## src/rtl/regfile_write_arbiter_pkg.sv

```systemverilog
// Shared definitions for the register-file write arbiter: register geometry,
// FSM state encoding and the round-robin pointer update.
package regfile_write_arbiter_pkg;

    localparam int REG_ADDR_W = 5;
    localparam int REG_DATA_W = 32;
    localparam int REG_COUNT  = 32;
    localparam int REG_ZERO   = 0;

    // Width of the requester index (up to four requesters).
    localparam int GRANT_W    = 2;

    typedef enum logic {
        ST_CLEAR = 1'b0,
        ST_ARB   = 1'b1
    } arb_state_t;

    // Round-robin pointer after a grant to idx: the requester after idx, wrapping.
    function automatic logic [GRANT_W-1:0] rr_next(input logic [GRANT_W-1:0] idx,
                                                   input int num_req);
        if (int'(idx) >= num_req - 1)
            return '0;
        else
            return GRANT_W'(int'(idx) + 1);
    endfunction

endpackage

```

## src/rtl/regfile_write_arbiter_rr_arbiter.sv

```systemverilog
// Combinational rotate-priority arbiter: the search starts at ptr and wraps
// modulo NUM_REQ; the first valid requester wins.
module rr_arbiter
    import regfile_write_arbiter_pkg::*;
#(
    parameter int NUM_REQ = 2
) (
    input  logic [NUM_REQ-1:0] valid,
    input  logic [GRANT_W-1:0] ptr,
    output logic [NUM_REQ-1:0] grant,
    output logic [GRANT_W-1:0] grant_idx,
    output logic               any_grant
);

    // Scan requesters in priority order ptr, ptr+1, ... and pick the first valid one.
    always_comb begin
        // NOTE: every output gets a default before the search so no path leaves
        // a value unassigned, which would otherwise infer a latch.
        grant     = '0;
        grant_idx = '0;
        any_grant = 1'b0;
        for (int k = 0; k < NUM_REQ; k++) begin
            for (int i = 0; i < NUM_REQ; i++) begin
                if (!any_grant && valid[i] && ((int'(ptr) + k) % NUM_REQ == i)) begin
                    grant[i]  = 1'b1;
                    grant_idx = GRANT_W'(i);
                    any_grant = 1'b1;
                end
            end
        end
    end

endmodule

```

## src/rtl/regfile_write_arbiter.sv

```systemverilog
// Owner of the single register-file write port. After reset it sweeps
// registers 1..31 to zero, then shares the port between NUM_REQ requesters
// with round-robin valid/ready arbitration and a one-cycle registered write.
module regfile_write_arbiter
    import regfile_write_arbiter_pkg::*;
#(
    parameter int NUM_REQ        = 2,
    parameter int ADDR_W         = REG_ADDR_W,
    parameter int DATA_W         = REG_DATA_W,
    parameter bit CLEAR_ON_RESET = 1'b1
) (
    input  logic                      clock,
    input  logic                      ctrl_reset_n,
    input  logic [NUM_REQ-1:0]        req_valid,
    input  logic [NUM_REQ*ADDR_W-1:0] req_addr,
    input  logic [NUM_REQ*DATA_W-1:0] req_data,
    output logic [NUM_REQ-1:0]        req_ready,
    output logic                      ctrl_writeEnable,
    output logic [ADDR_W-1:0]         ctrl_writeReg,
    output logic [DATA_W-1:0]         data_writeReg,
    output logic [GRANT_W-1:0]        grant_id,
    output logic                      init_done
);

    arb_state_t         state;
    logic [ADDR_W-1:0]  clr_ptr;
    logic [GRANT_W-1:0] rr_ptr;

    logic [NUM_REQ-1:0] grant;
    logic [GRANT_W-1:0] grant_idx;
    logic               any_grant;
    logic               handshake;
    logic [ADDR_W-1:0]  gnt_addr;
    logic [DATA_W-1:0]  gnt_data;

    rr_arbiter #(
        .NUM_REQ (NUM_REQ)
    ) u_rr_arbiter (
        .valid     (req_valid),
        .ptr       (rr_ptr),
        .grant     (grant),
        .grant_idx (grant_idx),
        .any_grant (any_grant)
    );

    // Ready is offered only while arbitrating; the sweep owns the port otherwise.
    assign req_ready = (state == ST_ARB) ? grant : '0;
    assign handshake = (state == ST_ARB) && any_grant;

    // Select the granted requester's address and data from the packed buses.
    always_comb begin
        gnt_addr = '0;
        gnt_data = '0;
        for (int i = 0; i < NUM_REQ; i++) begin
            if (grant[i]) begin
                gnt_addr = req_addr[i*ADDR_W +: ADDR_W];
                gnt_data = req_data[i*DATA_W +: DATA_W];
            end
        end
    end

    // Clear-sweep / arbitration FSM with registered write-port outputs.
    always_ff @(posedge clock) begin
        // NOTE: all state here uses non-blocking assignments so every register
        // samples pre-edge values regardless of statement order.
        if (!ctrl_reset_n) begin
            state            <= CLEAR_ON_RESET ? ST_CLEAR : ST_ARB;
            clr_ptr          <= ADDR_W'(1);
            rr_ptr           <= '0;
            ctrl_writeEnable <= 1'b0;
            ctrl_writeReg    <= '0;
            data_writeReg    <= '0;
            grant_id         <= '0;
            // Without a sweep the port is usable straight out of reset.
            init_done        <= !CLEAR_ON_RESET;
        end else begin
            case (state)
                ST_CLEAR: begin
                    ctrl_writeEnable <= 1'b1;
                    ctrl_writeReg    <= clr_ptr;
                    data_writeReg    <= '0;
                    clr_ptr          <= clr_ptr + ADDR_W'(1);
                    if (clr_ptr == ADDR_W'(REG_COUNT - 1)) begin
                        state     <= ST_ARB;
                        init_done <= 1'b1;
                    end
                end
                ST_ARB: begin
                    if (handshake) begin
                        grant_id <= grant_idx;
                        rr_ptr   <= rr_next(grant_idx, NUM_REQ);
                        if (gnt_addr == ADDR_W'(REG_ZERO)) begin
                            // Register 0 is hardwired: accept the request, write nothing.
                            ctrl_writeEnable <= 1'b0;
                        end else begin
                            ctrl_writeEnable <= 1'b1;
                            ctrl_writeReg    <= gnt_addr;
                            data_writeReg    <= gnt_data;
                        end
                    end else begin
                        ctrl_writeEnable <= 1'b0;
                    end
                end
                default: begin
                    state <= ST_ARB;
                end
            endcase
        end
    end

endmodule

```

## config.mk

```make
export PLATFORM = sky130hd
export DESIGN_NAME = regfile_write_arbiter
export DESIGN_NICKNAME = d
export VERILOG_FILES = /design/src/rtl/regfile_write_arbiter_pkg.sv /design/src/rtl/regfile_write_arbiter_rr_arbiter.sv /design/src/rtl/regfile_write_arbiter.sv
export SDC_FILE = /design/constraint.sdc
export NUM_CORES = 1
export LEC_CHECK = 0
export BUFFER_PORTS_ARGS = -buffer_cell sky130_fd_sc_hd__buf_2
export CORE_ASPECT_RATIO = 1.25
export CORE_MARGIN = 8
export CORE_UTILIZATION = 49
export DETAILED_ROUTE_END_ITERATION = 12
export GPL_TIMING_DRIVEN = 0
export PLACE_DENSITY = 0.85
export SETUP_SLACK_MARGIN = 0.05
export SLEW_MARGIN = 30
export SYNTH_ARGS = -nofsm -noshare
export SYNTH_HDL_FRONTEND = slang
export SYNTH_SLANG_ARGS = --single-unit
export TNS_END_PERCENT = 30
```

## constraint.sdc

```tcl
create_clock -name clock -period 2.2 [get_ports clock]
set_input_delay 0.22 -clock clock [delete_from_list [all_inputs] [get_ports clock]]
set_output_delay 0.22 -clock clock [all_outputs]
set_load 0.005 [all_outputs]
```

==> implementation parameters, run 1 <==
Parameter                              Value

Cells and area
  Most common library cell in the layout ignoring fill and taps    sky130_fd_sc_hd__buf_2
  Fraction of layout cells with a size suffix above 1    35.6%
  Area added between synthesis and finish    31.5%
  N_diodes    0
  Utilization of the core after routing    66.5%
  Nets@finish    469
  Most used cells in the layout excluding fill and tap cells    sky130_fd_sc_hd__buf_2, sky130_fd_sc_hd__nand2_1, sky130_fd_sc_hd__dfxtp_1

Critical path
  Most repeated library cell on the critical path    sky130_fd_sc_hd__buf_2
  Ordered list of cells on the worst path    a21boi_1, buf_2, buf_2, and2_1, buf_2
  Required time worst endpoint    1.98 ns
  Biggest cell delay along the critical path    0.34 ns
  Arrival time reported for the critical path endpoint    1.68 ns
  Slowest-stage cell, CP    sky130_fd_sc_hd__dfxtp_1
  Crit path capture type    output pin
  Top fanout value on the critical path    10
  Worst setup path class    register to output pin
  Startpoint kind of the worst setup timing path    register

Detailed routing
  Pre-Repair DR Iteration Count    4
  Total routed wirelength    7430 um
  Number of DRC markers after the initial detailed-route iteration    123
  Via count    2465
  Remaining number of nets flagged by the antenna check after routing    0
  Routed length per instance    16.5 um
  Vias per std cell    5.48
  Drt drc    0

STA
  Slew Viols, Final    0
  Final period demand of the worst path    1.90 ns
  Hold violation count in the final report    0
  Fin Clk Skew    0.00355 ns
  Final setup violation count    0
  Max transition margin    65.1%
  Fmax    0.527 GHz
  Worst-Margin Slew    0.522 ns
  Setup repair after global routing missed its margin    no
  Post-Route Setup TNS    0 ns
  Final critical-path share of the clock period    86.2%

Die
  I/O pin cnt    121
  Die ar.    7340 sq um
  Starting density of the core    50.6%
  Area of the placeable core    4690 sq um
  Height of the die    93.8 um
  Chip Width    78.3 um
  Total number of placement rows    28

CTS
  Hold buffer count at cts    0
  Root buffer cell    sky130_fd_sc_hd__clkbuf_8
  Number of sinks driven by the clock tree    47
  CTS H-tree lvls    2
  PostCTS Resize Cnt    0
  CTS buffer count    5
  Total setup buffers inserted after CTS    0
  Source-to-sink clock delay at the later pin of the worst-skew pair    0.29 ns
  Clock tree from TritonCTS    yes
  Max clock buf depth    2
  Clock transition at path regs    0.08 ns

Yosys
  Syn_area_per_cell    8.99 sq um
  Sequential area share after synthesis    39.6%
  Cell Area, Synth    2370 sq um
  Netlist cell types    39
  Number of nets in the synthesized netlist    344
  Synth Register Bits    47
  Synth Warn #    0
  Cell count after synthesis    264

Global route
  Number of global-route vias before repair    2522
  Wire length of the first global-routing pass    11700 um
  All-layer global routing usage    19.4%
  Pin count of the biggest net entering global routing    14
  Initial antenna violation count    0
  Global-route congestion overflow total    0

Placement
  Post-detailed-placement half-perimeter wirelength    5820 um
  Number of buffer cells added on primary ports    119
  Routability-driven placement congestion ratio    0.816

Power
  Ratio of total power to cell area    524 nW/um^2
  Cell leakage power    1.49 nW
  IR drop worst, VDD    0.404 mV

Run
  Total of max-cap violations    0

Hold path
  Worst min path class    input pin to register

Status
  Status    complete, no violations
## metrics by stage
| step | setup slack [ns] | cell area (sq um) | cells | hold slack, ns | total power, mW |
|---|---|---|---|---|---|
| 3_5_place_dp | 0.351 | 3040 | 443 | 0.443 | 1.15 |
| 2_1_floorplan | 0.719 | 2370 | 264 | 0.417 | 1.04 |
| 5_1_grt | 0.126 | 3120 | 450 | 0.282 | 1.70 |
| 4_1_cts | 0.100 | 3130 | 451 | 0.261 | 1.65 |
| 6_report | 0.303 | 3120 | 450 | 0.267 | 1.64 |
| 3_3_place_gp | 0.456 | 3040 | 443 | 0.436 | 1.15 |
## kinds of logic (layout without fill, tap and decap cells)
family                     Yosys count  count (layout)  share of synthesized area, %
muxes                               34              34                          14.3
DFF                                 47              47                          39.6
other                                1               1                         0.158
AOI/OAI and AO/OA                   58              58                          21.9
xor gates and xnor gates             3               3                          1.11
and+or+nand+nor                     92              92                          16.1
buffers and inverters               27             153                          5.69
adders and majority gates            2               2                          1.05
## metal layers
layer	global-route usage (%)	up-vias	share of wire (%)
met3	6.80	12	8.8
met5	0	-	0
met4	6.35	0	1.7
met2	34.9	105	51
met1	20.6	1138	39
li1	-	1210	-
## synthesized netlist by cell type, drive strengths merged
master | instances | area, sq um
and3 | 2 | 12.5
inv | 1 | 3.75
a32o | 32 | 320
nand2b | 1 | 6.26
a221oi | 2 | 17.5
dfxtp | 47 | 941
o21ai | 6 | 33.8
xor2 | 2 | 17.5
o21a | 1 | 7.51
a22o | 3 | 26.3
nor2b | 1 | 6.26
nand2 | 73 | 282
conb | 1 | 3.75
nand4 | 1 | 6.26
a311oi | 1 | 8.76
a21oi | 2 | 10.0
clkbuf | 11 | 41.3
or4 | 2 | 18.8
a32oi | 3 | 26.3
clkinv | 1 | 3.75
o211ai | 3 | 36.3
a31oi | 1 | 6.26
a21boi | 2 | 15.0
buf | 14 | 86.3
xnor2 | 1 | 8.76
and2 | 2 | 12.5
o22ai | 2 | 12.5
mux2i | 34 | 340
ha | 2 | 25.0
nor2 | 10 | 37.5
## registers in the layout, summed over array words and instances (netlist names)
signal,cells
clr_ptr,5
state,1
grant_id,1
init_done,1
data_writeReg,32
ctrl_writeReg,5
ctrl_writeEnable,1
rr_ptr,1
## report_power, final
part / total (mW) / internal (mW) / switching, mW
clock: 0.501 / 0.224 / 0.277
sequential: 0.875 / 0.863 / 0.0116
combinational: 0.261 / 0.135 / 0.126
## final timing paths
path                startpoint                end  slack [ns]  depth (start not counted)
max reg2reg          rr_ptr[0]  data_writeReg[11]        0.31                          6
max                  rr_ptr[0]       req_ready[0]        0.30                          5
min reg2reg  data_writeReg[25]  data_writeReg[25]        0.46                          2
min                req_addr[4]   ctrl_writeReg[4]        0.27                          3
## critical path, delay by kind of cell (launching register included)
family | cells | cell delay, ns
AOI/OAI and AO/OA | 1 | 0.23
and+or+nand+nor | 1 | 0.15
DFF | 1 | 0.34
buffers and inverters | 3 | 0.67
## final cells by class
cell class                      instances  area, sq um
Clock inverter                          1         5.00
Timing Repair Buffer                  119          596
Buffer                                 24          124
Tap cell                               60         75.1
Inverter                                2         7.51
Multi-Input combinational cell        190         1300
Clock buffer                            7         76.3
Sequential cell                        47          941
Fill cell                             409         1570
No activity file was read; power rests on OpenSTA's default activity.
==> run 2: changes to the inputs <==
--- a/config.mk
+++ b/config.mk
@@ -8,10 +8,11 @@
 export BUFFER_PORTS_ARGS = -buffer_cell sky130_fd_sc_hd__buf_2
 export CORE_ASPECT_RATIO = 1.25
 export CORE_MARGIN = 8
-export CORE_UTILIZATION = 49
+export CORE_UTILIZATION = 40
 export DETAILED_ROUTE_END_ITERATION = 12
+export GPL_ROUTABILITY_DRIVEN = 1
 export GPL_TIMING_DRIVEN = 0
-export PLACE_DENSITY = 0.85
+export PLACE_DENSITY = 0.72
 export SETUP_SLACK_MARGIN = 0.05
 export SLEW_MARGIN = 30
 export SYNTH_ARGS = -nofsm -noshare
==> implementation parameters, run 2 (synthesis results as in run 1) <==
Parameter                              Value

Global route
  All-layer global routing usage    16.9%
  Wire length of the first global-routing pass    11900 um
  Pin count of the biggest net entering global routing    16
  Number of global-route vias before repair    2495
  Initial antenna violation count    0
  Global-route congestion overflow total    0

STA
  Worst-Margin Slew    0.550 ns
  Slew Viols, Final    0
  Post-Route Setup TNS    0 ns
  Final critical-path share of the clock period    89.2%
  Fmax    0.510 GHz
  Max transition margin    63.2%
  Hold violation count in the final report    0
  Final setup violation count    0
  Fin Clk Skew    0.00628 ns
  Final period demand of the worst path    1.96 ns
  Post-route worst setup slack    0.237 ns
  Setup repair after global routing missed its margin    no
  WHS    0.259 ns

Die
  Area of the placeable core    5780 sq um
  Die ar.    8670 sq um
  Height of the die    102 um
  Starting density of the core    41.1%
  I/O pin cnt    121
  Total number of placement rows    31
  Chip Width    84.9 um

Run
  Total of max-cap violations    0

Critical path
  Reg-to-reg slack, setup    0.30 ns
  Required time worst endpoint    1.98 ns
  Crit path capture type    output pin
  Path depth of the worst reg2reg path    6
  Top fanout value on the critical path    10
  Worst setup path class    register to output pin
  Arrival time reported for the critical path endpoint    1.74 ns
  Startpoint kind of the worst setup timing path    register

Placement
  Post-detailed-placement half-perimeter wirelength    5730 um
  Number of buffer cells added on primary ports    119
  Worst setup timing slack at the placement stage    0.302 ns
  Routability-driven placement congestion ratio    0.852
  Cell count after placement    449

Cells and area
  Number of fill cells in the layout    580
  Largest registers    data_writeReg x32, clr_ptr x5, ctrl_writeReg x5
  Max FFs per register    32
  Nets@finish    470
  Most common library cell in the layout ignoring fill and taps    sky130_fd_sc_hd__buf_2
  Area added between synthesis and finish    32.4%
  Utilization of the core after routing    54.4%
  Layout Cells excl Fill    457
  Most used cells in the layout excluding fill and tap cells    sky130_fd_sc_hd__buf_2, sky130_fd_sc_hd__nand2_1, sky130_fd_sc_hd__dfxtp_1
  Register bank with the most flops    data_writeReg
  Fraction of layout cells with a size suffix above 1    36.3%
  N_diodes    0

CTS
  CTS H-tree lvls    2
  Clock transition at path regs    0.09 ns
  Root buffer cell    sky130_fd_sc_hd__clkbuf_8
  Hold buffer count at cts    0
  CTS buffer count    5
  Source-to-sink clock delay at the later pin of the worst-skew pair    0.30 ns
  Clock tree from TritonCTS    yes
  Max clock buf depth    2
  Number of sinks driven by the clock tree    47

Hold path
  Worst min path class    input pin to register
  Hold Path Stages    3

Power
  Proportion of power drawn by the clock network    31.8%
  Internal power contribution    1.22 mW
  Share of power burned in registers    52.6%
  Ratio of total power to cell area    530 nW/um^2
  Switching power summed over all nets    0.443 mW
  Switching part of the total    26.6%
  Cell leakage power    1.49 nW
  Relative contribution of combinational cells to total power    15.6%
  IR drop worst, VDD    0.278 mV

Detailed routing
  Total routed wirelength    7300 um
  Via count    2414
  Remaining number of nets flagged by the antenna check after routing    0
  Routed length per instance    16.0 um
  Vias per std cell    5.28
  Drt drc    0
  Number of DRC markers after the initial detailed-route iteration    71
  Pre-Repair DR Iteration Count    4

Status
  Status    complete, no violations
run 2: changes by cell type in the layout (fill, tap and decap cells not counted):
cell,before,now
sky130_fd_sc_hd__clkbuf_1,13,11
sky130_fd_sc_hd__clkinvlp_4,0,2
sky130_fd_sc_hd__clkbuf_2,0,1
run 2: stage by stage:
stage	instance area (sq um)	total power, mW
4_1_cts	3140	1.69
3_3_place_gp	3050	1.15
6_report	3140	1.66
5_1_grt	3140	1.75
3_5_place_dp	3050	1.16
2_1_floorplan	2370	1.04
run 2: path summary, 6_finish.rpt:
check / from / endpoint
setup / recovery: rr_ptr[0] / req_ready[0]
hold / removal: req_addr[9] / ctrl_writeReg[4]
setup reg to reg: state / data_writeReg[22]
hold reg to reg: data_writeReg[26] / data_writeReg[26]
run 2: worst max-delay path, cell delays in order, from the launching register on:
cell and delay [ns]:
sky130_fd_sc_hd__dfxtp_1 0.35, sky130_fd_sc_hd__a21boi_1 0.24, sky130_fd_sc_hd__buf_2 0.30, sky130_fd_sc_hd__buf_2 0.28
sky130_fd_sc_hd__and2_1 0.16, sky130_fd_sc_hd__buf_2 0.11
run 2: what timing repair did:
action | in CTS | in global routing
setup endpoints to repair | 0 | 1
resized for setup | 0 | 1
buffers inserted | 0 | 0
run 2: layout make-up:
cell class	instances	area [sq um]	share of cell area (%)
tap	66	82.6	2.63
clock inverter	3	20.0	0.637
buffer	25	129	4.10
sequential	47	941	29.9
inverter	2	7.51	0.239
timing repair buffer	119	596	19.0
clock buffer	5	68.8	2.19
multi-input combinational	190	1300	41.3
run 2: per-layer routing:
layer	routed length [um]	track usage, %
met5	0	0
met4	53	5.49
met3	511	5.39
met2	3620	29.8
met1	3120	18.8
run 2: power groups by stage:
stage | combinational [mW] | clock [mW] | sequential [mW]
after global routing | 0.288 | 0.588 | 0.878
final | 0.260 | 0.529 | 0.875
after detailed placement | 0.261 | 0 | 0.895
after global placement | 0.259 | 0 | 0.895
after CTS | 0.262 | 0.548 | 0.875
after floorplan | 0.150 | 0 | 0.893
==> run 3: changes to the inputs <==
--- a/config.mk
+++ b/config.mk
@@ -6,13 +6,12 @@
 export NUM_CORES = 1
 export LEC_CHECK = 0
 export BUFFER_PORTS_ARGS = -buffer_cell sky130_fd_sc_hd__buf_2
-export CORE_ASPECT_RATIO = 1.25
-export CORE_MARGIN = 8
+export CORE_MARGIN = 4
 export CORE_UTILIZATION = 40
 export DETAILED_ROUTE_END_ITERATION = 12
 export GPL_ROUTABILITY_DRIVEN = 1
 export GPL_TIMING_DRIVEN = 0
-export PLACE_DENSITY = 0.72
+export PLACE_DENSITY = 0.73
 export SETUP_SLACK_MARGIN = 0.05
 export SLEW_MARGIN = 30
 export SYNTH_ARGS = -nofsm -noshare
==> implementation parameters, run 3 (synthesis results as in run 1) <==
Parameter                              Value

Status
  Status    complete, no violations

Cells and area
  Fraction of layout cells with a size suffix above 1    36.2%
  Number of fill cells in the layout    546
  Max FFs per register    32
  N_diodes    0
  Most common library cell in the layout ignoring fill and taps    sky130_fd_sc_hd__buf_2
  Area added between synthesis and finish    33.5%
  Nets@finish    469
  Largest registers    data_writeReg x32, clr_ptr x5, ctrl_writeReg x5
  Utilization of the core after routing    56.2%
  Most used cells in the layout excluding fill and tap cells    sky130_fd_sc_hd__buf_2, sky130_fd_sc_hd__nand2_1, sky130_fd_sc_hd__dfxtp_1
  Register bank with the most flops    data_writeReg

STA
  Worst-Margin Slew    0.586 ns
  Fin Clk Skew    0.00769 ns
  Post-Route Setup TNS    0 ns
  Final setup violation count    0
  Final critical-path share of the clock period    88.8%
  Fmax    0.512 GHz
  Setup repair after global routing missed its margin    yes
  Hold violation count in the final report    0
  Max transition margin    60.8%
  Slew Viols, Final    0
  Final period demand of the worst path    1.95 ns

Detailed routing
  Drt drc    0
  Vias per std cell    5.20
  Number of DRC markers after the initial detailed-route iteration    88
  Routed length per instance    15.0 um
  Via count    2403
  Remaining number of nets flagged by the antenna check after routing    0
  Total routed wirelength    6930 um
  Pre-Repair DR Iteration Count    4

Critical path
  Required time worst endpoint    1.98 ns
  Top fanout value on the critical path    10
  Slowest-stage cell, CP    sky130_fd_sc_hd__dfxtp_1
  FF-to-FF Start    state
  Reg-to-reg slack, setup    0.28 ns
  Startpoint kind of the worst setup timing path    register
  Ordered list of cells on the worst path    a21boi_1, buf_2, buf_2, and2_1, buf_2
  Most repeated library cell on the critical path    sky130_fd_sc_hd__buf_2
  Biggest cell delay along the critical path    0.34 ns
  Arrival time reported for the critical path endpoint    1.73 ns
  Worst setup path class    register to output pin
  Crit path capture type    output pin
  Start point of the critical path    rr_ptr[0]
  Critical path destination    req_ready[0]
  Worst reg2reg path endpoint    data_writeReg[13]
  Path depth of the worst reg2reg path    6

CTS
  Number of sinks driven by the clock tree    47
  Source-to-sink clock delay at the later pin of the worst-skew pair    0.30 ns
  Hold buffer count at cts    0
  CTS H-tree lvls    2
  CTS buffer count    5
  Clock tree from TritonCTS    yes
  Root buffer cell    sky130_fd_sc_hd__clkbuf_8
  Clock transition at path regs    0.09 ns
  Total setup buffers inserted after CTS    0
  Max clock buf depth    2
  PostCTS Resize Cnt    0

Global route
  Number of global-route vias before repair    2421
  Pin count of the biggest net entering global routing    16
  Wire length of the first global-routing pass    11300 um
  Initial antenna violation count    0
  Global-route congestion overflow total    0
  All-layer global routing usage    19.1%

Placement
  Routability-driven placement congestion ratio    0.877
  Post-detailed-placement half-perimeter wirelength    5260 um
  Number of buffer cells added on primary ports    119

Power
  IR drop worst, VDD    0.264 mV
  Relative contribution of combinational cells to total power    14.7%
  Proportion of power drawn by the clock network    35.7%
  Internal power contribution    1.34 mW
  Cell leakage power    1.50 nW
  Share of power burned in registers    49.6%
  Switching power summed over all nets    0.428 mW
  Ratio of total power to cell area    557 nW/um^2
  Switching part of the total    24.2%

Die
  I/O pin cnt    121
  Total number of placement rows    27
  Starting density of the core    42.1%
  Area of the placeable core    5640 sq um
  Height of the die    85.0 um
  Die ar.    7230 sq um
  Chip Width    85.0 um

Hold path
  Worst min path class    input pin to register

Run
  Total of max-cap violations    0
## run 3: cell count changes in the layout (fill, tap and decap cells not counted)
cell	delta
sky130_fd_sc_hd__clkbuf_2	-1
sky130_fd_sc_hd__clkinvlp_4	-2
sky130_fd_sc_hd__bufinv_16	+1
sky130_fd_sc_hd__clkinv_4	+1
## run 3: area by class of cell
class                   instances  area (sq um)  area share (%)
plain buffers                  24           124            3.91
clock buffers                   5          68.8            2.17
clock inverters                 3          43.8            1.38
inverters                       2          7.51           0.237
multi-input cells             190          1300            41.0
flip-flops and latches         47           941            29.7
well taps                      72          90.1            2.84
repair buffers                119           596            18.8
## run 3: how the worst min path moves through the flow
stage                           start           endpoint  slack (ns)  depth (start not counted)
finish                    req_addr[9]   ctrl_writeReg[4]        0.26                          3
global route             req_valid[1]   ctrl_writeEnable        0.27                          3
global placement    data_writeReg[18]  data_writeReg[18]        0.44                          2
floorplan                req_valid[1]   ctrl_writeEnable        0.42                          2
detailed placement   data_writeReg[9]   data_writeReg[9]        0.45                          2
CTS                       req_addr[4]   ctrl_writeReg[4]        0.25                          3
## run 3: critical path, delay by kind of cell, from the launching register on
kind	cells	cell delay (ns)
flops	1	0.34
buf+inv	3	0.68
simple gates	1	0.16
compound gates	1	0.25
## run 3: stage by stage
stage	worst slack [ns]	hold WS [ns]	std cells	power (mW)	instance area, sq um
final	0.246	0.258	462	1.77	3170
after floorplan	0.719	0.417	264	1.04	2370
after CTS	0.0815	0.248	463	1.79	3170
after detailed placement	0.308	0.447	455	1.16	3060
after global routing	0.0435	0.275	462	1.84	3170
after global placement	0.374	0.439	455	1.15	3060
## run 3: power by group through the flow
| stage | Clock (mW) | Sequential (mW) | Combinational (mW) |
|---|---|---|---|
| 6_report | 0.630 | 0.875 | 0.260 |
| 5_1_grt | 0.680 | 0.878 | 0.287 |
| 4_1_cts | 0.652 | 0.875 | 0.263 |
| 3_5_place_dp | 0 | 0.895 | 0.261 |
| 3_3_place_gp | 0 | 0.894 | 0.259 |
| 2_1_floorplan | 0 | 0.893 | 0.150 |
## run 3: layer usage
layer	track usage [%]	share of wire (%)
met3	5.24	8.4
met4	5.04	1.2
met5	0	0
met2	32.7	47
met1	23.6	43
